==> config.mk <==
export PLATFORM = sky130hd
export DESIGN_NAME = bus_arbiter_flat
export DESIGN_NICKNAME = d
export VERILOG_FILES = /design/src/rtl/bus_arbiter_if.sv /design/src/rtl/bus_arbiter.sv /design/src/flat_wrapper.sv
export SDC_FILE = /design/constraint.sdc
export NUM_CORES = 1
export LEC_CHECK = 0
export BUFFER_PORTS_ARGS = -buffer_cell sky130_fd_sc_hd__buf_2
export CORE_AREA = 2 2 209 211
export DETAILED_ROUTE_END_ITERATION = 12
export DIE_AREA = 0 0 211 213
export MAX_ROUTING_LAYER = met4
export PLACE_DENSITY = 0.3
export RECOVER_POWER = 50
export SYNTH_ARGS = -nofsm -noshare
export SYNTH_HDL_FRONTEND = slang
export SYNTH_SLANG_ARGS = --single-unit
==> constraint.sdc <==
create_clock -name clk -period 1.4 [get_ports clk]
set_input_delay 0.28 -clock clk [delete_from_list [all_inputs] [get_ports clk]]
set_output_delay 0.28 -clock clk [all_outputs]
set_load 0.02 [all_outputs]
==> src/rtl/bus_arbiter_if.sv <==
// Handshake bundle shared by the fetch port, the data port and the downstream bus.
// The arbiter uses the slave modport; the surrounding masters and bus bridge use master.
interface bus_arbiter_if #(
    parameter int unsigned ADDR_W = 64,
    parameter int unsigned DATA_W = 64
);
    logic              bus_arb_if_valid_i;
    logic              bus_arb_if_ready_o;
    logic [ADDR_W-1:0] bus_arb_if_addr_i;
    logic [1:0]        bus_arb_if_size_i;
    logic [DATA_W-1:0] bus_arb_if_data_read_o;
    logic [1:0]        bus_arb_if_resp_o;

    logic              bus_arb_mem_valid_i;
    logic              bus_arb_mem_ready_o;
    logic              bus_arb_mem_req_i;
    logic [ADDR_W-1:0] bus_arb_mem_addr_i;
    logic [1:0]        bus_arb_mem_size_i;
    logic [DATA_W-1:0] bus_arb_mem_data_write_i;
    logic [DATA_W-1:0] bus_arb_mem_data_read_o;
    logic [1:0]        bus_arb_mem_resp_o;

    logic              bus_arb_bus_valid_o;
    logic              bus_arb_bus_ready_i;
    logic              bus_arb_bus_req_o;
    logic [ADDR_W-1:0] bus_arb_bus_addr_o;
    logic [1:0]        bus_arb_bus_size_o;
    logic [DATA_W-1:0] bus_arb_bus_data_write_o;
    logic [DATA_W-1:0] bus_arb_bus_data_read_i;
    logic [1:0]        bus_arb_bus_resp_i;

    logic [1:0]        bus_arb_owner_o;

    modport slave (
        input  bus_arb_if_valid_i, bus_arb_if_addr_i, bus_arb_if_size_i,
        output bus_arb_if_ready_o, bus_arb_if_data_read_o, bus_arb_if_resp_o,
        input  bus_arb_mem_valid_i, bus_arb_mem_req_i, bus_arb_mem_addr_i,
        input  bus_arb_mem_size_i, bus_arb_mem_data_write_i,
        output bus_arb_mem_ready_o, bus_arb_mem_data_read_o, bus_arb_mem_resp_o,
        output bus_arb_bus_valid_o, bus_arb_bus_req_o, bus_arb_bus_addr_o,
        output bus_arb_bus_size_o, bus_arb_bus_data_write_o,
        input  bus_arb_bus_ready_i, bus_arb_bus_data_read_i, bus_arb_bus_resp_i,
        output bus_arb_owner_o
    );

    modport master (
        output bus_arb_if_valid_i, bus_arb_if_addr_i, bus_arb_if_size_i,
        input  bus_arb_if_ready_o, bus_arb_if_data_read_o, bus_arb_if_resp_o,
        output bus_arb_mem_valid_i, bus_arb_mem_req_i, bus_arb_mem_addr_i,
        output bus_arb_mem_size_i, bus_arb_mem_data_write_i,
        input  bus_arb_mem_ready_o, bus_arb_mem_data_read_o, bus_arb_mem_resp_o,
        input  bus_arb_bus_valid_o, bus_arb_bus_req_o, bus_arb_bus_addr_o,
        input  bus_arb_bus_size_o, bus_arb_bus_data_write_o,
        output bus_arb_bus_ready_i, bus_arb_bus_data_read_i, bus_arb_bus_resp_i,
        input  bus_arb_owner_o
    );
endinterface

==> src/rtl/bus_arbiter.sv <==
// Two-master / one-slave bus arbiter: data port has priority, fetch is protected
// from starvation after STARVE_LIMIT consecutive contested data grants.
module bus_arbiter #(
    parameter int unsigned ADDR_W       = 64,
    parameter int unsigned DATA_W       = 64,
    parameter int unsigned STARVE_LIMIT = 4
) (
    input  logic          clk,
    input  logic          rst,
    bus_arbiter_if.slave  arb
);
    localparam int unsigned CNT_W = $clog2(STARVE_LIMIT + 1);

    typedef enum logic [1:0] {
        IDLE    = 2'b00,
        GNT_IF  = 2'b01,
        GNT_MEM = 2'b10
    } state_t;

    state_t           r_state;
    logic [CNT_W-1:0] r_starve_cnt;

    logic              w_if_done;
    logic              w_mem_done;
    logic              w_starved;
    logic [ADDR_W-1:0] w_if_addr;
    logic [ADDR_W-1:0] w_mem_addr;
    logic [DATA_W-1:0] w_mem_wdata;
    logic [DATA_W-1:0] w_bus_rdata;

    assign w_if_addr   = arb.bus_arb_if_addr_i;
    assign w_mem_addr  = arb.bus_arb_mem_addr_i;
    assign w_mem_wdata = arb.bus_arb_mem_data_write_i;
    assign w_bus_rdata = arb.bus_arb_bus_data_read_i;

    // A bus ready only completes a transfer while the granted master still holds valid.
    assign w_if_done  = (r_state == GNT_IF)  && arb.bus_arb_if_valid_i  && arb.bus_arb_bus_ready_i;
    assign w_mem_done = (r_state == GNT_MEM) && arb.bus_arb_mem_valid_i && arb.bus_arb_bus_ready_i;
    assign w_starved  = (r_starve_cnt == CNT_W'(STARVE_LIMIT));

    assign arb.bus_arb_owner_o = r_state;

    always_ff @(posedge clk or posedge rst) begin
        if (rst) begin
            r_state      <= IDLE;
            r_starve_cnt <= '0;
        end else begin
            case (r_state)
                IDLE: begin
                    if (arb.bus_arb_mem_valid_i && arb.bus_arb_if_valid_i) begin
                        if (w_starved) begin
                            r_state      <= GNT_IF;
                            r_starve_cnt <= '0;
                        end else begin
                            r_state      <= GNT_MEM;
                            r_starve_cnt <= r_starve_cnt + CNT_W'(1);
                        end
                    end else if (arb.bus_arb_mem_valid_i) begin
                        r_state      <= GNT_MEM;
                        r_starve_cnt <= '0;
                    end else if (arb.bus_arb_if_valid_i) begin
                        r_state      <= GNT_IF;
                        r_starve_cnt <= '0;
                    end
                end
                // Leave on completion or when the owner withdraws (flush); counter untouched.
                GNT_IF: begin
                    if (!arb.bus_arb_if_valid_i || arb.bus_arb_bus_ready_i) begin
                        r_state <= IDLE;
                    end
                end
                GNT_MEM: begin
                    if (!arb.bus_arb_mem_valid_i || arb.bus_arb_bus_ready_i) begin
                        r_state <= IDLE;
                    end
                end
                default: r_state <= IDLE;
            endcase
        end
    end

    // Bus mux and response steering; everything idles at zero.
    always_comb begin
        arb.bus_arb_bus_valid_o      = 1'b0;
        arb.bus_arb_bus_req_o        = 1'b0;
        arb.bus_arb_bus_addr_o       = '0;
        arb.bus_arb_bus_size_o       = 2'b00;
        arb.bus_arb_bus_data_write_o = '0;
        arb.bus_arb_if_ready_o       = 1'b0;
        arb.bus_arb_if_data_read_o   = '0;
        arb.bus_arb_if_resp_o        = 2'b00;
        arb.bus_arb_mem_ready_o      = 1'b0;
        arb.bus_arb_mem_data_read_o  = '0;
        arb.bus_arb_mem_resp_o       = 2'b00;
        case (r_state)
            GNT_IF: begin
                arb.bus_arb_bus_valid_o = arb.bus_arb_if_valid_i;
                arb.bus_arb_bus_addr_o  = w_if_addr;
                arb.bus_arb_bus_size_o  = arb.bus_arb_if_size_i;
                if (w_if_done) begin
                    arb.bus_arb_if_ready_o     = 1'b1;
                    arb.bus_arb_if_data_read_o = w_bus_rdata;
                    arb.bus_arb_if_resp_o      = arb.bus_arb_bus_resp_i;
                end
            end
            GNT_MEM: begin
                arb.bus_arb_bus_valid_o      = arb.bus_arb_mem_valid_i;
                arb.bus_arb_bus_req_o        = arb.bus_arb_mem_req_i;
                arb.bus_arb_bus_addr_o       = w_mem_addr;
                arb.bus_arb_bus_size_o       = arb.bus_arb_mem_size_i;
                arb.bus_arb_bus_data_write_o = w_mem_wdata;
                if (w_mem_done) begin
                    arb.bus_arb_mem_ready_o     = 1'b1;
                    arb.bus_arb_mem_data_read_o = w_bus_rdata;
                    arb.bus_arb_mem_resp_o      = arb.bus_arb_bus_resp_i;
                end
            end
            default: ;
        endcase
    end
endmodule

==> src/flat_wrapper.sv <==
// flat-port wrapper written by rule: the top's interface ports become plain ports
module bus_arbiter_flat 
#(
    parameter int unsigned ADDR_W       = 64,
    parameter int unsigned DATA_W       = 64,
    parameter int unsigned STARVE_LIMIT = 4
)
  (clk, rst, arb_bus_arb_if_valid_i, arb_bus_arb_if_addr_i, arb_bus_arb_if_size_i, arb_bus_arb_if_ready_o, arb_bus_arb_if_data_read_o, arb_bus_arb_if_resp_o, arb_bus_arb_mem_valid_i, arb_bus_arb_mem_req_i, arb_bus_arb_mem_addr_i, arb_bus_arb_mem_size_i, arb_bus_arb_mem_data_write_i, arb_bus_arb_mem_ready_o, arb_bus_arb_mem_data_read_o, arb_bus_arb_mem_resp_o, arb_bus_arb_bus_valid_o, arb_bus_arb_bus_req_o, arb_bus_arb_bus_addr_o, arb_bus_arb_bus_size_o, arb_bus_arb_bus_data_write_o, arb_bus_arb_bus_ready_i, arb_bus_arb_bus_data_read_i, arb_bus_arb_bus_resp_i, arb_bus_arb_owner_o);
  bus_arbiter_if #(.ADDR_W(ADDR_W), .DATA_W(DATA_W)) arb_i ();
  input  logic clk;
  input  logic rst;
  input wire logic [$bits(arb_i.bus_arb_if_valid_i)-1:0] arb_bus_arb_if_valid_i;
  input wire logic [$bits(arb_i.bus_arb_if_addr_i)-1:0] arb_bus_arb_if_addr_i;
  input wire logic [$bits(arb_i.bus_arb_if_size_i)-1:0] arb_bus_arb_if_size_i;
  output wire logic [$bits(arb_i.bus_arb_if_ready_o)-1:0] arb_bus_arb_if_ready_o;
  output wire logic [$bits(arb_i.bus_arb_if_data_read_o)-1:0] arb_bus_arb_if_data_read_o;
  output wire logic [$bits(arb_i.bus_arb_if_resp_o)-1:0] arb_bus_arb_if_resp_o;
  input wire logic [$bits(arb_i.bus_arb_mem_valid_i)-1:0] arb_bus_arb_mem_valid_i;
  input wire logic [$bits(arb_i.bus_arb_mem_req_i)-1:0] arb_bus_arb_mem_req_i;
  input wire logic [$bits(arb_i.bus_arb_mem_addr_i)-1:0] arb_bus_arb_mem_addr_i;
  input wire logic [$bits(arb_i.bus_arb_mem_size_i)-1:0] arb_bus_arb_mem_size_i;
  input wire logic [$bits(arb_i.bus_arb_mem_data_write_i)-1:0] arb_bus_arb_mem_data_write_i;
  output wire logic [$bits(arb_i.bus_arb_mem_ready_o)-1:0] arb_bus_arb_mem_ready_o;
  output wire logic [$bits(arb_i.bus_arb_mem_data_read_o)-1:0] arb_bus_arb_mem_data_read_o;
  output wire logic [$bits(arb_i.bus_arb_mem_resp_o)-1:0] arb_bus_arb_mem_resp_o;
  output wire logic [$bits(arb_i.bus_arb_bus_valid_o)-1:0] arb_bus_arb_bus_valid_o;
  output wire logic [$bits(arb_i.bus_arb_bus_req_o)-1:0] arb_bus_arb_bus_req_o;
  output wire logic [$bits(arb_i.bus_arb_bus_addr_o)-1:0] arb_bus_arb_bus_addr_o;
  output wire logic [$bits(arb_i.bus_arb_bus_size_o)-1:0] arb_bus_arb_bus_size_o;
  output wire logic [$bits(arb_i.bus_arb_bus_data_write_o)-1:0] arb_bus_arb_bus_data_write_o;
  input wire logic [$bits(arb_i.bus_arb_bus_ready_i)-1:0] arb_bus_arb_bus_ready_i;
  input wire logic [$bits(arb_i.bus_arb_bus_data_read_i)-1:0] arb_bus_arb_bus_data_read_i;
  input wire logic [$bits(arb_i.bus_arb_bus_resp_i)-1:0] arb_bus_arb_bus_resp_i;
  output wire logic [$bits(arb_i.bus_arb_owner_o)-1:0] arb_bus_arb_owner_o;
  assign arb_i.bus_arb_if_valid_i = arb_bus_arb_if_valid_i;
  assign arb_i.bus_arb_if_addr_i = arb_bus_arb_if_addr_i;
  assign arb_i.bus_arb_if_size_i = arb_bus_arb_if_size_i;
  assign arb_bus_arb_if_ready_o = arb_i.bus_arb_if_ready_o;
  assign arb_bus_arb_if_data_read_o = arb_i.bus_arb_if_data_read_o;
  assign arb_bus_arb_if_resp_o = arb_i.bus_arb_if_resp_o;
  assign arb_i.bus_arb_mem_valid_i = arb_bus_arb_mem_valid_i;
  assign arb_i.bus_arb_mem_req_i = arb_bus_arb_mem_req_i;
  assign arb_i.bus_arb_mem_addr_i = arb_bus_arb_mem_addr_i;
  assign arb_i.bus_arb_mem_size_i = arb_bus_arb_mem_size_i;
  assign arb_i.bus_arb_mem_data_write_i = arb_bus_arb_mem_data_write_i;
  assign arb_bus_arb_mem_ready_o = arb_i.bus_arb_mem_ready_o;
  assign arb_bus_arb_mem_data_read_o = arb_i.bus_arb_mem_data_read_o;
  assign arb_bus_arb_mem_resp_o = arb_i.bus_arb_mem_resp_o;
  assign arb_bus_arb_bus_valid_o = arb_i.bus_arb_bus_valid_o;
  assign arb_bus_arb_bus_req_o = arb_i.bus_arb_bus_req_o;
  assign arb_bus_arb_bus_addr_o = arb_i.bus_arb_bus_addr_o;
  assign arb_bus_arb_bus_size_o = arb_i.bus_arb_bus_size_o;
  assign arb_bus_arb_bus_data_write_o = arb_i.bus_arb_bus_data_write_o;
  assign arb_i.bus_arb_bus_ready_i = arb_bus_arb_bus_ready_i;
  assign arb_i.bus_arb_bus_data_read_i = arb_bus_arb_bus_data_read_i;
  assign arb_i.bus_arb_bus_resp_i = arb_bus_arb_bus_resp_i;
  assign arb_bus_arb_owner_o = arb_i.bus_arb_owner_o;
  bus_arbiter #(.ADDR_W(ADDR_W), .DATA_W(DATA_W), .STARVE_LIMIT(STARVE_LIMIT)) u_core (.clk(clk), .rst(rst), .arb(arb_i));
endmodule
# Yosys cells after proc, flatten, opt, wreduce, memory -nomap -nowiden
# Cells that the tools add are included.
# totals
register_bits	5
output_inout_bits	268
wordCells	50
# op_classes
addsub	1
eq_ne	6
n_mux	28
n_reduce_logical	13
# ops
cell	count
two-way mux 64 bit	5
case mux 64 bit (2 select lines)	1
two-way mux 2 bit	10
two-way mux 3 bit	4
case mux 2 bit (3 select lines)	1
logical AND 1 bit	5
two-way mux 1 bit	5
inequality test 2 bit, second input constant	2
inequality test 4 x 3 -> 1 bit, second input constant	1
case mux 2 bit (2 select lines)	1
adder 3 x 1 -> 3 bit, second input constant	1
== test 3 bit, second input constant	1
AND reduction 3 bit	1
nonzero test 3 bit	1
== test 2 x 1 -> 1 bit, second input constant	1
== test 2 bit, second input constant	1
logical NOT 1 bit	2
logical NOT 2 bit	1
logical OR 1 bit	2
case mux 1 bit (2 select lines)	1
AND reduction 2 bit	1

# Logic depth before layout (Yosys ltp)
# Gate-level depths: netlist of the first run.
# depth
depth_word	5
ltp_mapped	6

# Worst setup path before layout of the first run
# Ideal clock, no wire load.
# synth_timing
path_type	register to output
start	register u_core.r_state[0] (netlist: u_core.arb.bus_arb_owner_o[0])
end	output arb_bus_arb_bus_addr_o[0]
arrival_time_ns	1.661
required_ns	1.120
path_slack_ns	-0.541
stages_incl_launch_ff	6
path_cell_list	dfrtp_1 > inv_1 > ha_1 > clkbuf_2 > clkbuf_1 > nor2b_1
# synth_between
elab_chain_len	2
word_cells_on_any_way	3
classes_between	eq/ne: 2; mux: 1
# synth_rtl
element	line_no	rtl
start, declared	bus_arbiter.sv:20	state_t r_state;
start signal, assigned	bus_arbiter.sv:45	r_state <= IDLE;
start signal, assigned	bus_arbiter.sv:52	r_state <= GNT_IF;
start signal, assigned	bus_arbiter.sv:55	r_state <= GNT_MEM;
== test 2 bit / == test 2 x 1 -> 1 bit (equally long branches)	bus_arbiter.sv:95	case (r_state)
case mux 64 bit (2 select lines) (*)	bus_arbiter.sv:95	
end, declared	flat_wrapper.sv:28	output wire logic [$bits(arb_i.bus_arb_bus_addr_o)-1:0] arb_bus_arb_bus_addr_o;
# Mark *: on every way between the ends. The rest lies on a longest branch, timed or not.

# Worst setup path after layout of the first run
# layout_timing
start	register u_core.r_state[1] (netlist: u_core.arb.bus_arb_owner_o[1])
end	output arb_bus_arb_mem_data_read_o[5]
# layout_between
elab_chain_len	5
# layout_rtl
element	line_no	rtl
== test 2 bit (*)	bus_arbiter.sv:38, bus_arbiter.sv:95	
logical AND 1 bit (2 in series)	bus_arbiter.sv:38	assign w_mem_done = (r_state == GNT_MEM) && arb.bus_arb_mem_valid_i && arb.bus_arb_bus_ready_i;
two-way mux 64 bit	bus_arbiter.sv:112	if (w_mem_done) begin
two-way mux 64 bit (*)	bus_arbiter.sv:95	
end, declared	flat_wrapper.sv:24	output wire logic [$bits(arb_i.bus_arb_mem_data_read_o)-1:0] arb_bus_arb_mem_data_read_o;
# Marks and branches as above.

==> results of run 1 <==
==> final timing paths <==
path	start	endpoint	cells after the start
min reg2reg	u_core.r_starve_cnt[1]	u_core.r_starve_cnt[1]	2
max reg2reg	u_core.arb.bus_arb_owner_o[1]	u_core.arb.bus_arb_owner_o[0]	7
min	arb_bus_arb_if_valid_i	u_core.r_starve_cnt[2]	3
max in group asynchronous	rst	u_core.arb.bus_arb_owner_o[1]	3
min in group asynchronous	rst	u_core.r_starve_cnt[1]	3
max	u_core.arb.bus_arb_owner_o[1]	arb_bus_arb_mem_data_read_o[5]	7
==> metal layers <==
layer | wire length (um) | vias to the layer above | track usage | part of all wire
met5 | 0 | - | - | 0
met4 | 345 | 0 | 0.0146 | 0.014
met3 | 1630 | 17 | 0.0143 | 0.066
met2 | 13700 | 322 | 0.177 | 0.56
met1 | 8960 | 2409 | 0.0837 | 0.36
li1 | - | 2535 | - | -
==> area by class of cell <==
| cell class | instances | area (sq um) |
|---|---|---|
| flip-flops and latches | 5 | 128 |
| multi-input cells | 362 | 3360 |
| repair buffers | 615 | 4560 |
| clock buffers | 4 | 78.8 |
| inverters | 7 | 31.3 |
| well taps | 546 | 683 |
| fillers | 4733 | 33800 |
| diodes | 2 | 5.00 |
==> cell usage in the layout, fill, tap and decap left out, drive strengths merged <==
cell type | synthesis | routed
diode | 0 | 2
a21oi | 1 | 1
and4 | 1 | 2
or3 | 1 | 1
inv | 7 | 7
dfrtp | 5 | 5
ha | 7 | 7
o211ai | 1 | 1
and2 | 197 | 197
o21ai | 3 | 3
a22o | 1 | 1
nor2b | 67 | 67
nand3 | 1 | 1
and3 | 1 | 1
o2111ai | 1 | 1
nand2b | 1 | 1
or2 | 1 | 1
clkbuf | 21 | 16
nand4 | 1 | 1
buf | 23 | 602
o22ai | 2 | 2
a32o | 1 | 1
dlygate4sd3 | 0 | 1
a22oi | 68 | 68
nand2 | 5 | 5
==> registers in the layout, indices dropped and copies added (netlist names) <==
register and flops:
u_core.arb.bus_arb_owner_o 2, u_core.r_starve_cnt 3
==> power groups by stage <==
stage	logic (W)	registers, W	clock network [W]
after CTS	0.0103	0.000265	0.000485
after global placement	0.00951	0.000273	0
after detailed placement	0.00938	0.000272	0
final	0.0121	0.000275	0.000482
after floorplan	0.00611	0.000284	0
after global routing	0.0129	0.000285	0.000499
==> cells by family (layout without fill, tap and decap cells) <==
group                    Yosys count  in the layout  synth area share
AND/OR/NAND/NOR                  276            277             0.621
other                              0              2                 0
adder cells (fa/ha/maj)            7              7            0.0316
buffers and inverters             51            626            0.0938
flip-flops                         5              5            0.0451
AO/OA/AOI/OAI                     78             78             0.208
==> timing repair <==
action | 4_1_cts | 5_1_grt
cloned | 1 | 18
setup buffers | 4 | 9
endpoints found under the setup margin | 268 | 270
resized for setup | 116 | 225
endpoints found under the hold margin | 5 | 0
hold buffers | 1 | 0
pin swaps | 27 | 38
==> metrics by stage <==
| stage | setup slack [ps] | hold WS (ps) | utilization | setup TNS (ps) |
|---|---|---|---|---|
| after CTS | -660 | 498 | 0.180 | -147040 |
| after global placement | -466 | 213 | 0.167 | -94070 |
| after detailed placement | -439 | 202 | 0.167 | -90880 |
| after floorplan | -250 | 58.4 | - | -53630 |
| after global routing | -737 | 513 | 0.207 | -176880 |
| final | -660 | 500 | 0.207 | -161600 |
==> worst max-delay path: cells and delay by family, from the launching register on <==
family	cells	cell delay [ps]
fa+ha+maj	1	140
simple gates	2	470
buf+inv	4	510
flops	1	420
==> metrics.txt, run 1 <==
outcome finished with violations; violated checks setup timing; die height around 210 um; Power Total between 0.01 and 0.015 W; ys flop type dfrtp_1; clock skew ~0.13 ps; type of origin of the critical path flip-flop; DP Area ~0.0071 sq mm; Seq/Total Area, Yosys 0.0451; Sequential Power Share 0.021; initial antenna violation count 2; Netlist Area Pre-Place ~0.0028 sq mm; Yosys reg bits 5; initial cell density of the core 0.0650; total congestion overflow 0; Slew Limit Fails 0; fraction of layout cells with a size suffix above 1 0.863; CP required about 1100 ps; Internal Pwr Total 0.00693 W; number of max-cap violations 0; syn avg cell area 6.65 sq um; critical path arrival approximately 1800 ps; cell taking the most area after synthesis and2_1; CP dominant cell by count buf_6; Post-Syn Nets 692; die area 0.0449 sq mm; min Tclk post-route roughly 2100 ps; final setup violation count roughly 270; Routed WL per cell 16.0 um; most frequent cells after synthesis and2_1, a22oi_1, nor2b_1; Die Wd 211 um; post-synthesis cell type count 27; row count 76; EDFF count, synth 0; Post-synth ARST share 1.00; CP peak stage delay 420 ps; CTS buffer count 3; routed via count 5,283; clk buf depth 2; dpl cells around 1,500; Yosys top cell area share 0.444; Nets approximately 1,300; core area about 0.043 sq mm; Iteration-0 DRC Markers approximately 130; detailed-route wire length about 25,000 um; P_leak between 4 and 5 nW; Final GP Congestion ~0.8; area delta synth->final 219%; slew margin rel. 0.752; Fin. Hold Viols 0; R2R Setup Slk -280 ps; CTS Sinks 5; final period utilization 1.47; H-tree depth 1; Pwr Density roughly 1500 mW/mm^2; Worst Tran Pin Value between 300 and 400 ps; first-pass GRT wire length ~28,000 um; Pre-antenna DRT Iters 4; combinational group share of total power 0.941; post-route ant nets 0; Gate Count Post-Synth around 420; Crit Path Class flip-flop to output pin; vias in the first global route a little under 5,000; Clk network pwr share 0.037; later-pin clock latency in the skew report about 230 ps; CTS tree built; Worst Setup End Kind output pin; Peak VDD IR between 0.8 and 0.9 mV; vias per cell about 3.4; Ports roughly 540; Psw around 0.006 W; RSZ-0062 raised after global routing true; worst min path class input pin to flip-flop; Port Buffers around 540; clock transition at the registers of the reported paths ~30 ps; clk root buf clkbuf_16; post-detail-place hpwl between 15,000 and 20,000 um; GRT Total Usage 0.0858; Design Area, Final between 0.008 and 0.009 sq mm; Max Fclk a little under 500 MHz; Switching Share 0.461; fin cells 1,541; slowest CP cell dfrtp_2; synth warn 0; maximum number of pins on one net before global-route repair 41; CP max FO 5; Residual DRC 0; synth top area cells and2_1, a22oi_1, nor2b_1; Final WS setup -660 ps; crit path cell chain buf_12 > ha_4 > buf_6 > and4_4 > buf_6 > and2_4 > buf_6; top-count cell post-synth and2_1
No activity file was read; power rests on OpenSTA's default activity.
==> run 2, diff against run 1 <==
==> constraint.sdc (replaced) <==
create_clock -name clk -period 1.4 [get_ports clk]
set_input_delay 0.14 -clock clk [delete_from_list [all_inputs] [get_ports clk]]
set_output_delay 0.14 -clock clk [all_outputs]
set_load 0.02 [all_outputs]
==> run 2 against run 1 <==
  * The run still ends with setup timing left
  * Sequential power is 2% lower
  * Final area up 5.4%
  * Register-to-register slack gained 50 ps
  * Final cell count rose by 0.58%
  * Critical path type unchanged
  * Clock skew is 0.51 ps higher
  * Sequential cell count is the same
  * Non-clock buffer count rose by 8
  * Total power increased by 3.7%
==> metrics.txt, run 2 (synthesis results as in run 1) <==
worst hold slack roughly 360 ps; Worst Setup End Kind output pin; area delta synth->final 236%; Max Fclk approximately 520 MHz; CTS buffer count 3; violated checks setup timing; RSZ-0062 raised after global routing true; Pwr Density 1430 mW/mm^2; Fin. Hold Viols 0; min Tclk post-route between 1500 and 2000 ps; register with the most flip-flops u_core.r_starve_cnt; core area 0.0427 sq mm; Residual DRC 0; maximum number of pins on one net before global-route repair 41; pre-CTS setup slack -326 ps; post-route ant nets 0; critical path arrival 1780 ps; Routed WL per cell about 16 um; Final WS setup -522 ps; fraction of layout cells with a size suffix above 1 0.884; Peak VDD IR 0.913 mV; type of origin of the critical path flip-flop; Iteration-0 DRC Markers 130; later-pin clock latency in the skew report roughly 230 ps; outcome finished with violations; met3 routed WL ~2100 um; CP required 1260 ps; Met2 Wirelength 13,900 um; CTS Sinks 5; slew margin rel. 0.798; row count 76; die height 213 um; number of max-cap violations 0; vias in the first global route roughly 5,000; clock skew around 0.64 ps; Final GP Congestion just over 0.7; final setup violation count ~270; metal1 wirelength between 8000 and 9000 um; most frequent cells in the layout buf_2, buf_6, buf_4; clk root buf clkbuf_16; final period utilization 1.37; Port Buffers approximately 540; GRT Total Usage 0.0871; Die Wd between 200 and 250 um; P_leak 4.55 nW; clk buf depth 2; Slew Limit Fails 0; R2R Setup Slk -230 ps; Nets roughly 1,300; commonest non-fill, non-tap cell in the layout buf_2; post-detail-place hpwl roughly 19,000 um; Ports around 540; setup TNS -114,450 ps; clock transition at the registers of the reported paths 30 ps; die area 0.0449 sq mm; Crit Path Class flip-flop to output pin; CTS tree built; Top Layer Used met4; vias per cell 3.45; initial cell density of the core 0.0650; Worst Tran Pin Value ~300 ps; detailed-route wire length between 20,000 and 30,000 um; max reg flops 3; routed via count approximately 5,400; worst min path class input pin to asynchronous set/reset pin; first-pass GRT wire length between 20,000 and 30,000 um; H-tree depth 1; CP max FO 9; initial antenna violation count 4; Pre-antenna DRT Iters 4; total congestion overflow 0
run 2: cell count changes in the layout (fill, tap and decap cells not counted), sizes merged:
cell,previous run,this run
diode,2,3
buf,602,610
run 2: worst max-delay path, stage by stage (launching register included):
cell,delay (ps)
dfrtp_2,430
buf_4,150
ha_4,190
buf_12,160
buf_12,160
a22oi_2,260
nor2b_4,60
buf_6,130
run 2: routing by layer:
metal	global-route usage	vias to the layer above
met5	-	-
met4	0.0260	0
met3	0.0159	20
met2	0.176	329
met1	0.0827	2454
li1	-	2552
run 2: where the power goes:
part | internal (W) | switching [W] | leakage [nW]
sequential | 0.000203 | 0.0000667 | 0.0636
combinational | 0.00671 | 0.00588 | 4.45
clock | 0.000377 | 0.0000955 | 0.0382
total | 0.00729 | 0.00604 | 4.55
run 2: path summary, 6_finish.rpt:
| kind | from | depth (start not counted) | end |
|---|---|---|---|
| max | u_core.arb.bus_arb_owner_o[1] | 7 | arb_bus_arb_bus_addr_o[1] |
| min | rst | 3 | u_core.arb.bus_arb_owner_o[0] |
| max reg2reg | u_core.arb.bus_arb_owner_o[0] | 6 | u_core.arb.bus_arb_owner_o[0] |
| min reg2reg | u_core.r_starve_cnt[0] | 1 | u_core.r_starve_cnt[0] |
| max in group asynchronous | rst | 3 | u_core.arb.bus_arb_owner_o[1] |
| min in group clk | arb_bus_arb_if_valid_i | 3 | u_core.r_starve_cnt[2] |
run 2: through the flow:
step	util	power [W]	instance area [sq um]	std cells
floorplan	-	0.00628	3550	417
global placement	0.166	0.00956	7080	1502
detailed placement	0.166	0.00949	7080	1502
CTS	0.174	0.0105	7450	1511
global route	0.218	0.0142	9330	1550
finish	0.218	0.0133	9330	1550
run 2: what timing repair did:
| action | CTS | global route |
|---|---|---|
| endpoints found under the setup margin | 268 | 268 |
| pin swaps | 2 | 53 |
| buffers inserted | 3 | 20 |
| hold buffers | 1 | 0 |
| cloned | 1 | 17 |
| gates resized for setup | 62 | 424 |
| hold endpoints to repair | 5 | 0 |
run 2: cell type report:
cell class / count / area, sq um
Antenna cell: 3 / 7.51
Clock buffer: 4 / 78.8
Fill cell: 4701 / 33400
Inverter: 7 / 31.3
Multi-Input combinational cell: 362 / 3370
Sequential cell: 5 / 128
Tap cell: 546 / 683
Timing Repair Buffer: 623 / 5020
